### config.mk
export PLATFORM = sky130hd
export DESIGN_NAME = par_to_serial_tx_flat
export DESIGN_NICKNAME = d
export VERILOG_FILES = /design/src/rtl/p2s_pkg.sv /design/src/rtl/par_to_serial_tx_if.sv /design/src/rtl/p2s_shifter.sv /design/src/rtl/par_to_serial_tx.sv /design/src/flat_wrapper.sv
export SDC_FILE = /design/constraint.sdc
export NUM_CORES = 1
export LEC_CHECK = 0
export ABC_AREA = 1
export BUFFER_PORTS_ARGS = -buffer_cell sky130_fd_sc_hd__buf_4
export CAP_MARGIN = 20
export CORE_MARGIN = 5
export CORE_UTILIZATION = 56
export DETAILED_ROUTE_END_ITERATION = 12
export PLACE_DENSITY = 0.8
export SETUP_SLACK_MARGIN = 0.5
export SLEW_MARGIN = 20
export SYNTH_ARGS = -nofsm -noshare
export SYNTH_HDL_FRONTEND = slang
export SYNTH_SLANG_ARGS = --single-unit
### constraint.sdc
create_clock -name clk_32f -period 2.9 [get_ports clk_32f]
set_input_delay 0.29 -clock clk_32f [delete_from_list [all_inputs] [get_ports clk_32f]]
set_output_delay 0.29 -clock clk_32f [all_outputs]
set_load 0.01 [all_outputs]
### src/rtl/p2s_pkg.sv
// ============================================================================
// Module      : p2s_pkg
// Description : Shared constants and state encoding for par_to_serial_tx.
// Revision    : 1.0 - initial release
// ============================================================================
`default_nettype none

package p2s_pkg;

    localparam logic [7:0] IDLE_SYM  = 8'hBC;
    localparam int         BIT_CNT_W = 3;

    typedef enum logic [0:0] {
        ST_PREAMBLE = 1'b0,
        ST_ACTIVE   = 1'b1
    } state_t;

endpackage

`default_nettype wire

### src/rtl/par_to_serial_tx_if.sv
// ============================================================================
// Module      : par_to_serial_tx_if
// Description : Byte valid/ready handshake between a producer and the
//               serial transmitter.
// Revision    : 1.0 - initial release
// ============================================================================
`default_nettype none

interface par_to_serial_tx_if;
    logic [7:0] data_in;
    logic       valid_in;
    logic       ready_out;

    modport master (output data_in, output valid_in, input ready_out);
    modport slave  (input data_in, input valid_in, output ready_out);
endinterface

`default_nettype wire

### src/rtl/p2s_shifter.sv
// ============================================================================
// Module      : p2s_shifter
// Description : 8-bit MSB-first shifter with bit counter and symbol boundary.
// Revision    : 1.0 - initial release
// ============================================================================
`default_nettype none

module p2s_shifter
    import p2s_pkg::*;
(
    input  wire logic       clk_32f,
    input  wire logic       reset,
    input  wire logic       load_i,
    input  wire logic [7:0] sym_i,
    output logic            boundary_o,
    output logic            data_o,
    output logic            byte_start_o
);

    logic [BIT_CNT_W-1:0] bit_cnt_q, bit_cnt_d;
    logic [6:0]           shift_q, shift_d;
    logic                 data_q, data_d;
    logic                 bs_q, bs_d;

    // Counter resets to the last bit position so edge 1 is a symbol boundary.
    assign boundary_o = (bit_cnt_q == BIT_CNT_W'(7));

    always_comb begin
        bit_cnt_d = bit_cnt_q + BIT_CNT_W'(1);
        shift_d   = {shift_q[5:0], 1'b0};
        data_d    = shift_q[6];
        bs_d      = 1'b0;
        if (load_i) begin
            bit_cnt_d = '0;
            shift_d   = sym_i[6:0];
            data_d    = sym_i[7];
            bs_d      = 1'b1;
        end
    end

    always_ff @(posedge clk_32f or posedge reset) begin
        if (reset) begin
            bit_cnt_q <= BIT_CNT_W'(7);
            shift_q   <= '0;
            data_q    <= 1'b0;
            bs_q      <= 1'b0;
        end else begin
            bit_cnt_q <= bit_cnt_d;
            shift_q   <= shift_d;
            data_q    <= data_d;
            bs_q      <= bs_d;
        end
    end

    assign data_o       = data_q;
    assign byte_start_o = bs_q;

endmodule

`default_nettype wire

### src/rtl/par_to_serial_tx.sv
// ============================================================================
// Module      : par_to_serial_tx
// Description : Byte-to-bitstream transmitter with one-entry holding register
//               and 0xBC idle fill. Define P2S_PREAMBLE_EN for a post-reset
//               preamble of PREAMBLE_LEN idle symbols.
// Revision    : 1.0 - initial release
// ============================================================================
`default_nettype none

module par_to_serial_tx
    import p2s_pkg::*;
#(
    parameter int PREAMBLE_LEN = 4
)(
    input  wire logic         clk_32f,
    input  wire logic         reset,
    par_to_serial_tx_if.slave bus,
    output logic              data_out,
    output logic              byte_start,
    output logic              idle_out
);

    generate
        if (PREAMBLE_LEN < 1 || PREAMBLE_LEN > 15) begin : g_bad_preamble_len
            $error("PREAMBLE_LEN must be in 1..15");
        end
    endgenerate

    logic       w_boundary;
    logic       w_take_hold;
    logic       w_accept;
    logic [7:0] w_sym;
    logic       w_sym_idle;
    state_t     state_q;
    logic [7:0] hold_q, hold_d;
    logic       hold_full_q, hold_full_d;
    logic       idle_q, idle_d;

`ifdef P2S_PREAMBLE_EN
    state_t     state_d;
    logic [3:0] pre_cnt_q, pre_cnt_d;

    always_ff @(posedge clk_32f or posedge reset) begin
        if (reset) begin
            state_q   <= ST_PREAMBLE;
            pre_cnt_q <= 4'd0;
        end else begin
            state_q   <= state_d;
            pre_cnt_q <= pre_cnt_d;
        end
    end

    always_comb begin
        state_d   = state_q;
        pre_cnt_d = pre_cnt_q;
        if (w_boundary && state_q == ST_PREAMBLE) begin
            pre_cnt_d = pre_cnt_q + 4'd1;
            if (pre_cnt_d == 4'(PREAMBLE_LEN))
                state_d = ST_ACTIVE;
        end
    end
`else
    assign state_q = ST_ACTIVE;
`endif

    // Symbol selection; the hold byte is only consumed once the link is active.
    always_comb begin
        w_take_hold = w_boundary && (state_q == ST_ACTIVE) && hold_full_q;
        w_sym       = w_take_hold ? hold_q : IDLE_SYM;
        w_sym_idle  = ~w_take_hold;
    end

    // Accept and consume are mutually exclusive because ready_out mirrors ~hold_full.
    assign w_accept = bus.valid_in && ~hold_full_q;

    always_comb begin
        hold_d      = hold_q;
        hold_full_d = hold_full_q;
        idle_d      = idle_q;
        if (w_take_hold)
            hold_full_d = 1'b0;
        if (w_accept) begin
            hold_d      = bus.data_in;
            hold_full_d = 1'b1;
        end
        if (w_boundary)
            idle_d = w_sym_idle;
    end

    always_ff @(posedge clk_32f or posedge reset) begin
        if (reset) begin
            hold_q      <= 8'h00;
            hold_full_q <= 1'b0;
            idle_q      <= 1'b1;
        end else begin
            hold_q      <= hold_d;
            hold_full_q <= hold_full_d;
            idle_q      <= idle_d;
        end
    end

    p2s_shifter u_shifter (
        .clk_32f      (clk_32f),
        .reset        (reset),
        .load_i       (w_boundary),
        .sym_i        (w_sym),
        .boundary_o   (w_boundary),
        .data_o       (data_out),
        .byte_start_o (byte_start)
    );

    assign bus.ready_out = ~hold_full_q;
    assign idle_out      = idle_q;

endmodule

`default_nettype wire

### src/flat_wrapper.sv
// flat-port wrapper written by rule: the top's interface ports become plain ports
module par_to_serial_tx_flat import p2s_pkg::*;
#(
    parameter int PREAMBLE_LEN = 4
)
  (clk_32f, reset, data_out, byte_start, idle_out, bus_data_in, bus_valid_in, bus_ready_out);
  par_to_serial_tx_if bus_i ();
  input  wire logic clk_32f;
  input  wire logic reset;
  output logic data_out;
  output logic byte_start;
  output logic idle_out;
  input wire logic [$bits(bus_i.data_in)-1:0] bus_data_in;
  input wire logic [$bits(bus_i.valid_in)-1:0] bus_valid_in;
  output wire logic [$bits(bus_i.ready_out)-1:0] bus_ready_out;
  assign bus_i.data_in = bus_data_in;
  assign bus_i.valid_in = bus_valid_in;
  assign bus_ready_out = bus_i.ready_out;
  par_to_serial_tx #(.PREAMBLE_LEN(PREAMBLE_LEN)) u_core (.clk_32f(clk_32f), .reset(reset), .bus(bus_i), .data_out(data_out), .byte_start(byte_start), .idle_out(idle_out));
endmodule
Word level (Yosys, flattened, before mapping)
Index checks and enable logic that the tools add are counted.
{"block": "word_totals", "reg_bits": 22, "in_bits": 11, "wordCells": 21}
{"block": "classes", "n_addsub": 1, "n_eq_ne": 1, "muxes": 7, "n_bitwise": 2, "n_reduce_logical": 3}
{"op": "8-bit two-way mux", "n": 1}
{"op": "7-bit two-way mux", "n": 1}
{"op": "1-bit two-way mux", "n": 4}
{"op": "3-bit by 1-bit adder with 3-bit output (second input constant)", "n": 1}
{"op": "3-bit equality test (second input constant)", "n": 1}
{"op": "3-bit two-way mux", "n": 1}
{"op": "1-bit logical AND", "n": 2}
{"op": "1-bit NOT", "n": 2}
{"op": "2-bit nonzero test", "n": 1}

Depth between registers and ports, before layout
Gate-level depths: netlist (run 1).
{"block": "depth", "word_depth": 4, "depth_mapped": 5, "depth_no_buf": 5}

Hierarchy
From an unflattened synthesis (run 1), not the netlist that was laid out.
{"block": "hier_totals", "cells_unflattened": 98, "hier_area_um2": 909.6}
{"module": "par_to_serial_tx", "instances": 1, "cells_each": 53, "area_per_inst_um2": 456.7, "seq_area_each_um2": 251.5}
{"module": "p2s_shifter", "instances": 1, "cells_each": 45, "area_per_inst_um2": 452.9, "seq_area_each_um2": 304.0}

Worst setup path before layout (run 1)
Ideal clock, no wire load.
{"block": "synth_timing", "kind": "reg2reg", "from": "reg u_core.u_shifter.bit_cnt_q[0]", "to": "reg u_core.u_shifter.data_q (netlist: u_core.u_shifter.data_o)", "setup_ps": 117, "arrival_time_ps": 1093, "slack_ps": 1691, "path_stages_with_launch": 6, "synth_period_minus_slack_ps": 1209, "cell_sequence": "dfstp_2 ha_1 ha_1 nand2_1 nor2_1 nor2_1"}
{"block": "synth_via", "elab_chain_len": 4}
{"item": "from (decl)", "line": "p2s_shifter.sv:20", "rtl": "logic [BIT_CNT_W-1:0] bit_cnt_q, bit_cnt_d;"}
{"item": "from (signal assigned)", "line": "p2s_shifter.sv:48", "rtl": "bit_cnt_q <= bit_cnt_d;"}
{"item": "3-bit equality test (*)", "line": "p2s_shifter.sv:26", "rtl": "assign boundary_o = (bit_cnt_q == BIT_CNT_W'(7));"}
{"item": "named net u_core.u_shifter.boundary_o", "line": "p2s_shifter.sv:15", "rtl": "output logic boundary_o,"}
{"item": "1-bit logical AND", "line": "par_to_serial_tx.sv:68", "rtl": "w_take_hold = w_boundary && (state_q == ST_ACTIVE) && hold_full_q;"}
{"item": "8-bit two-way mux", "line": "par_to_serial_tx.sv:69", "rtl": "w_sym = w_take_hold ? hold_q : IDLE_SYM;"}
{"item": "1-bit two-way mux (*)", "line": "p2s_shifter.sv:33", "rtl": "if (load_i) begin"}
{"item": "named net u_core.u_shifter.data_d", "line": "p2s_shifter.sv:22", "rtl": "logic data_q, data_d;"}
{"item": "to (signal assigned)", "line": "p2s_shifter.sv:50", "rtl": "data_q <= data_d;"}
{"item": "to (decl)", "line": "p2s_shifter.sv:22"}
Mark *: on every way through the listed nets, which the timed path passes. The rest lies on a longest branch.
A chain may end at the register's enable or synchronous reset.

Worst setup path in the final report (run 1)
{"block": "layout_timing", "from": "reg u_core.u_shifter.bit_cnt_q[0]", "to": "reg u_core.u_shifter.shift_q[4]"}
{"block": "layout_via", "elab_chain_len": 4}
{"item": "3-bit equality test (*)", "line": "p2s_shifter.sv:26"}
{"item": "named net u_core.u_shifter.boundary_o", "line": "p2s_shifter.sv:15"}
{"item": "1-bit logical AND", "line": "par_to_serial_tx.sv:68"}
{"item": "8-bit two-way mux", "line": "par_to_serial_tx.sv:69"}
{"item": "7-bit two-way mux (*)", "line": "p2s_shifter.sv:33"}
{"item": "named net u_core.u_shifter.shift_d[4]", "line": "p2s_shifter.sv:21", "rtl": "logic [6:0] shift_q, shift_d;"}
{"item": "to (signal assigned)", "line": "p2s_shifter.sv:49", "rtl": "shift_q <= shift_d;"}
{"item": "to (decl)", "line": "p2s_shifter.sv:21"}
Marks and branches as above.

==> impl_metrics.toml, run 1 <==
[outcome]
status = "finished clean"

[synthesis]
synth-simple-area-share = 0.237
synth_compound_area_frac = 0.0193
synthTopCellsByArea = "dfrtp_1, dfstp_2, nand2_1"
async_reset_ff_frac = 1.00
yosys.area_share.xor_xnor = 0
synth_top_family_by_area = "simple AND/OR/NAND/NOR gates"
syn-num-nets = 95
yosysSeqAreaShare = 0.661
netlist_instances = 82
synth_edf_count = 0
ys_ff_latch = 22
synthDistinctLibCells = 13
synth_top_area_frac = 0.536
ys.flop_type = "dfrtp_1"
synthMuxAreaShare = 0
yosys.area_share.adder = 0.0298
yosysMostFrequentCell = "nand2_1"
syn_avg_cell_area_um2 = 10.3
synth_warnings = 0
yosysTopAreaCell = "dfrtp_1"
synth_commonest_cells = "nand2_1, dfrtp_1, nor2_1"
syn-cell-area_um2 = 841

[setup_path]
cp_max_fo = 13
cp.depth = 5
required_ns = 3.10
crit_arrival_ns = 1.89
critPathSlowestCell = "dfstp_2"
critPathKind = "reg -> reg"
crit_buf_inv = 0
end_kind = "flip-flop"
setup.worst_path.start_class = "flip-flop"
reg2reg_depth = 5
worstPathCellList = "ha_1 -> ha_1 -> nand2_1 -> nor2_1 -> nor2_1"
slowest_delay_ns = 0.55
cp_top_family = "flip-flops"

[sta]
drv_slew = 0
setup_violations = 0
worst_pin_slew_ns = 0.773
period_needed_ns = 1.70
fmax_mhz = 589
fin_setup_tns_ns = 0
slew_headroom = 0.484
skew_ns = 0.00440
rsz0062_at_grt = "false"
hold_violations = 0
min_period_over_period = 0.585

[grt]
antenna_found_initial = 0
grt_max_degree = 23
grt_pass1_vias = 530
gr-total-overflow = 0
track_usage = 0.125
grt_pass1_wl_um = 2350

[placement]
io_buffers = 14
gp_routability_congestion = 0.682
dpl_cell_area_um2 = 936
hpwl_um = 963

[hold_path]
hp-class = "in -> async"

[clock_network]
cts.clk_slew.worst_paths_ns = 0.11
cts_hold_buffers = 0
clk_latency_ns = 0.30
cts_sinks = 22
h-tree-depth = 1
cts_buffer_depth = 2
cts_buffers = 3
cts-root-buf = "clkbuf_4"
cts_setup_buffers = 0
cts_tree = "done"
cts_resized = 0

[cells_and_area]
drive_above_1_share = 0.247
antenna_cells = 0
finalInstanceArea_um2 = 962
nets = 111
area_delta_synth_final_pct = 14.4
post-route-util = 0.654

[routing]
drc_errors = 0
wire_per_inst_um = 11.4
dr_total_vias = 557
drt_iter0_drc = 19
vias_per_cell = 4.93
postRouteWirelength_um = 1290
ant_nets = 0
drt_pre_antenna_iters = 4

[power_and_ir_drop]
pwr-share-clk = 0.217
internal-power_mw = 0.468
swShare = 0.259
p_seq_frac = 0.627
p_per_area_nw_per_um2 = 657
power.switching_mw = 0.164
pwr-share-comb = 0.156
power.leakage_nw = 0.511
power.total_mw = 0.632
peakVddDrop_mv = 0.298

[floorplan]
core_area_um2 = 1470
die_y_um = 48.8
start_util = 0.571
die_x_um = 48.8
num_io_pins = 15
rows = 14
die-area_um2 = 2380

[run]
maxCapViolations = 0
==> per-layer routing <==
layer / up-vias / wire (um) / part of all wire / track usage
met5: - / 0 / 0 / 0
met4: 0 / 23 / 0.018 / 0.0673
met2: 16 / 564 / 0.44 / 0.174
met3: 4 / 81 / 0.063 / 0.0399
met1: 251 / 616 / 0.48 / 0.172
li1: 286 / - / - / -
==> power by group through the flow <==
stage | clock, mW | combinational (mW) | sequential [mW]
after floorplan | 0 | 0.0674 | 0.398
after global placement | 0 | 0.0970 | 0.403
after detailed placement | 0 | 0.100 | 0.403
after CTS | 0.138 | 0.101 | 0.397
after global routing | 0.156 | 0.114 | 0.402
final | 0.137 | 0.0986 | 0.396
==> area by class of cell <==
class	instances	area, um2
fillers	116	509
clock buffers	4	26.3
repair buffers	14	105
flip-flops and latches	22	556
inverters	4	15.0
well taps	16	20.0
multi-input cells	53	240
==> final timing paths <==
check	from	endpoint	slack, ns
worst max-delay path	u_core.u_shifter.bit_cnt_q[0]	u_core.u_shifter.shift_q[4]	1.20
worst min-delay path	reset	u_core.u_shifter.byte_start_o	0.12
worst max register to register	u_core.u_shifter.bit_cnt_q[0]	u_core.u_shifter.shift_q[4]	1.20
worst min register to register	u_core.u_shifter.shift_q[0]	u_core.u_shifter.shift_q[1]	0.47
max in group asynchronous	reset	u_core.hold_q[4]	2.30
min in group clk_32f	bus_data_in[1]	u_core.hold_q[1]	0.21
==> through the flow <==
stage / setup slack (ns) / hold WS [ns] / cells
floorplan: 1.69 / 0.276 / 82
global placement: 1.31 / 0.434 / 109
detailed placement: 1.24 / 0.448 / 109
CTS: 1.19 / 0.144 / 113
global route: 1.04 / 0.189 / 113
finish: 1.20 / 0.122 / 113
==> placed cells by master (no fill, tap or decap), types with 2 or more instances in the layout <==
| cell type | netlist | layout |
|---|---|---|
| inv_1 | 3 | 3 |
| dfstp_2 | 4 | 4 |
| nand3_1 | 10 | 10 |
| nand2_1 | 21 | 21 |
| ha_1 | 2 | 2 |
| nor2_1 | 17 | 17 |
| clkbuf_4 | 0 | 3 |
| dfrtp_1 | 18 | 18 |
| buf_4 | 1 | 14 |
==> flip-flops by register name, summed over array words and instances, names as in the netlist <==
register,flops
u_core.idle_out,1
u_core.hold_q,8
u_core.u_shifter.byte_start_o,1
u_core.u_shifter.bit_cnt_q,3
u_core.u_shifter.data_o,1
u_core.u_shifter.shift_q,7
u_core.hold_full_q,1
==> kinds of logic after synthesis <==
logic type,after synthesis
AOI/OAI and AO/OA,2
buffers and inverters,7
adders and majority gates,2
and+or+nand+nor,49
DFF,22
Note: power is estimated with default switching activity, not from simulation.
==> run 2: changes to the inputs <==
--- a/config.mk
+++ b/config.mk
@@ -9,9 +9,9 @@
 export BUFFER_PORTS_ARGS = -buffer_cell sky130_fd_sc_hd__buf_4
 export CAP_MARGIN = 20
 export CORE_MARGIN = 5
-export CORE_UTILIZATION = 56
+export CORE_UTILIZATION = 47
 export DETAILED_ROUTE_END_ITERATION = 12
-export PLACE_DENSITY = 0.8
+export PLACE_DENSITY = 0.72
 export SETUP_SLACK_MARGIN = 0.5
 export SLEW_MARGIN = 20
 export SYNTH_ARGS = -nofsm -noshare
==> constraint.sdc (replaced) <==
create_clock -name clk_32f -period 1.4 [get_ports clk_32f]
set_input_delay 0.14 -clock clk_32f [delete_from_list [all_inputs] [get_ports clk_32f]]
set_output_delay 0.14 -clock clk_32f [all_outputs]
set_load 0.01 [all_outputs]
==> run 2 against run 1 <==
Compared with the run above: core utilization increased by 3.5 points; clock power is 110% higher; hold slack got worse by 0.058 ns; via count is 13% higher; setup slack worse by 0.97 ns; largest cell class unchanged.
==> impl_metrics.toml, run 2 (same netlist as run 1, synthesis figures left out) <==
[outcome]
status = "finished clean"

[setup_path]
r2r_start = "u_core.u_shifter.bit_cnt_q[1]"
setup.worst_path.start_class = "flip-flop"
cp_max_fo = 5
critPathKind = "reg -> reg"
r2r-end = "u_core.u_shifter.shift_q[6]"
end_kind = "flip-flop"
ff2ff_setup_slack_ns = 0.23
reg2reg_depth = 5
crit_arrival_ns = 1.41
required_ns = 1.64
worstSetupStartpoint = "u_core.u_shifter.bit_cnt_q[1]"

[grt]
grt_max_degree = 23
grt_pass1_vias = 570
gr-total-overflow = 0
track_usage = 0.123
antenna_found_initial = 0
grt_pass1_wl_um = 2470

[floorplan]
die_y_um = 52.3
die_x_um = 52.3
die-area_um2 = 2730
start_util = 0.492
num_io_pins = 15
rows = 15
core_area_um2 = 1710

[routing]
drt_iter0_drc = 2
ant_nets = 0
dr_total_vias = 627
drt_pre_antenna_iters = 5
postRouteWirelength_um = 1480
drc_errors = 0
wire_per_inst_um = 11.0
vias_per_cell = 4.68

[sta]
worst_pin_slew_ns = 0.272
setup_violations = 0
skew_ns = 0.00263
rsz0062_at_grt = "true"
min_period_over_period = 0.834
hold_violations = 0
fin_setup_tns_ns = 0
drv_slew = 0
period_needed_ns = 1.17
fmax_mhz = 856
slew_headroom = 0.818

[cells_and_area]
fillers = 132
nets = 123
regArea_um2 = 557
multiInputGateArea_um2 = 315
largest_reg_flops = 8
final_cell_mix = "nand2_1, buf_4, dfrtp_1, nor2_1, buf_6"
final_common_cell = "nand2_1"
area_delta_synth_final_pct = 40.0
largest-register = "u_core.hold_q"
antenna_cells = 0
drive_above_1_share = 0.440
top_regs = "u_core.hold_q x8, u_core.u_shifter.shift_q x7, u_core.u_shifter.bit_cnt_q x3"

[clock_network]
cts.clk_slew.worst_paths_ns = 0.11
clk_latency_ns = 0.29
cts_buffers = 3
cts_sinks = 22
cts-root-buf = "clkbuf_4"
cts_tree = "done"
cts_buffer_depth = 2
h-tree-depth = 1

[hold_path]
hp-class = "in -> reg"
holdPathEnd = "u_core.hold_q[5]"
hold_depth = 3
min-delay-start = "bus_data_in[5]"

[run]
maxCapViolations = 0

[power_and_ir_drop]
p_per_area_nw_per_um2 = 1200
power.total_mw = 1.41
peakVddDrop_mv = 0.776
power.leakage_nw = 0.593

[placement]
io_buffers = 14
gp_routability_congestion = 0.841
[run 2: changes by cell type in the layout (fill, tap and decap cells not counted), moves of 2 or more]
cell / before / now
ha_1: 2 / 0
nand3_1: 10 / 4
nand3_2: 0 / 6
buf_6: 0 / 8
nor2_2: 0 / 3
nand2_4: 0 / 2
nor2_1: 17 / 14
ha_4: 0 / 2
buf_4: 14 / 17
[run 2: worst max path at each step]
stage,end,slack (ns)
2_1_floorplan,u_core.u_shifter.data_o,0.29
3_3_place_gp,u_core.u_shifter.data_o,0.18
3_5_place_dp,u_core.u_shifter.data_o,0.17
4_1_cts,u_core.u_shifter.shift_q[2],0.22
5_1_grt,u_core.u_shifter.shift_q[4],0.15
6_report,u_core.u_shifter.shift_q[6],0.23
[run 2: timing repair]
item	CTS	global route
gates resized for setup	9	11
hold endpoints to repair	18	0
hold buffers	1	0
pin swaps	2	4
cloned	0	0
setup buffers	3	6
setup endpoints to repair	25	24
[run 2: layout make-up]
| class | count | share of cell area |
|---|---|---|
| Tap cell | 25 | 0.0266 |
| Timing Repair Buffer | 26 | 0.193 |
| Clock buffer | 4 | 0.0223 |
| Sequential cell | 22 | 0.473 |
| Inverter | 4 | 0.0170 |
| Multi-Input combinational cell | 53 | 0.268 |
[run 2: worst max-delay path: stages (launching register included)]
cell and delay (ns):
dfstp_2 0.56, ha_4 0.13, ha_4 0.15, buf_4 0.15, nand3_2 0.06, nand2_1 0.06
[run 2: where the power goes]
part / internal, mW / leakage (nW) / switching (mW)
registers: 0.766 / 0.264 / 0.0688
clock network: 0.111 / 0.0150 / 0.171
logic: 0.156 / 0.314 / 0.136
[run 2: routing by layer]
metal | share of wire | global-route usage
met2 | 0.50 | 0.202
met5 | 0 | 0
met4 | 0.015 | 0.0511
met3 | 0.037 | 0.0199
met1 | 0.45 | 0.160
[run 2: through the flow]
| step | util | instances | setup WS (ns) | hold WS, ns | area, um2 |
|---|---|---|---|---|---|
| final | 0.689 | 134 | 0.232 | 0.0640 | 1180 |
| after global routing | 0.689 | 134 | 0.152 | 0.0574 | 1180 |
| after CTS | 0.639 | 128 | 0.221 | 0.0626 | 1090 |
| after detailed placement | 0.588 | 120 | 0.167 | 0.197 | 1000 |
| after global placement | 0.588 | 120 | 0.178 | 0.188 | 1000 |
| after floorplan | - | 82 | 0.285 | 0.126 | 887 |
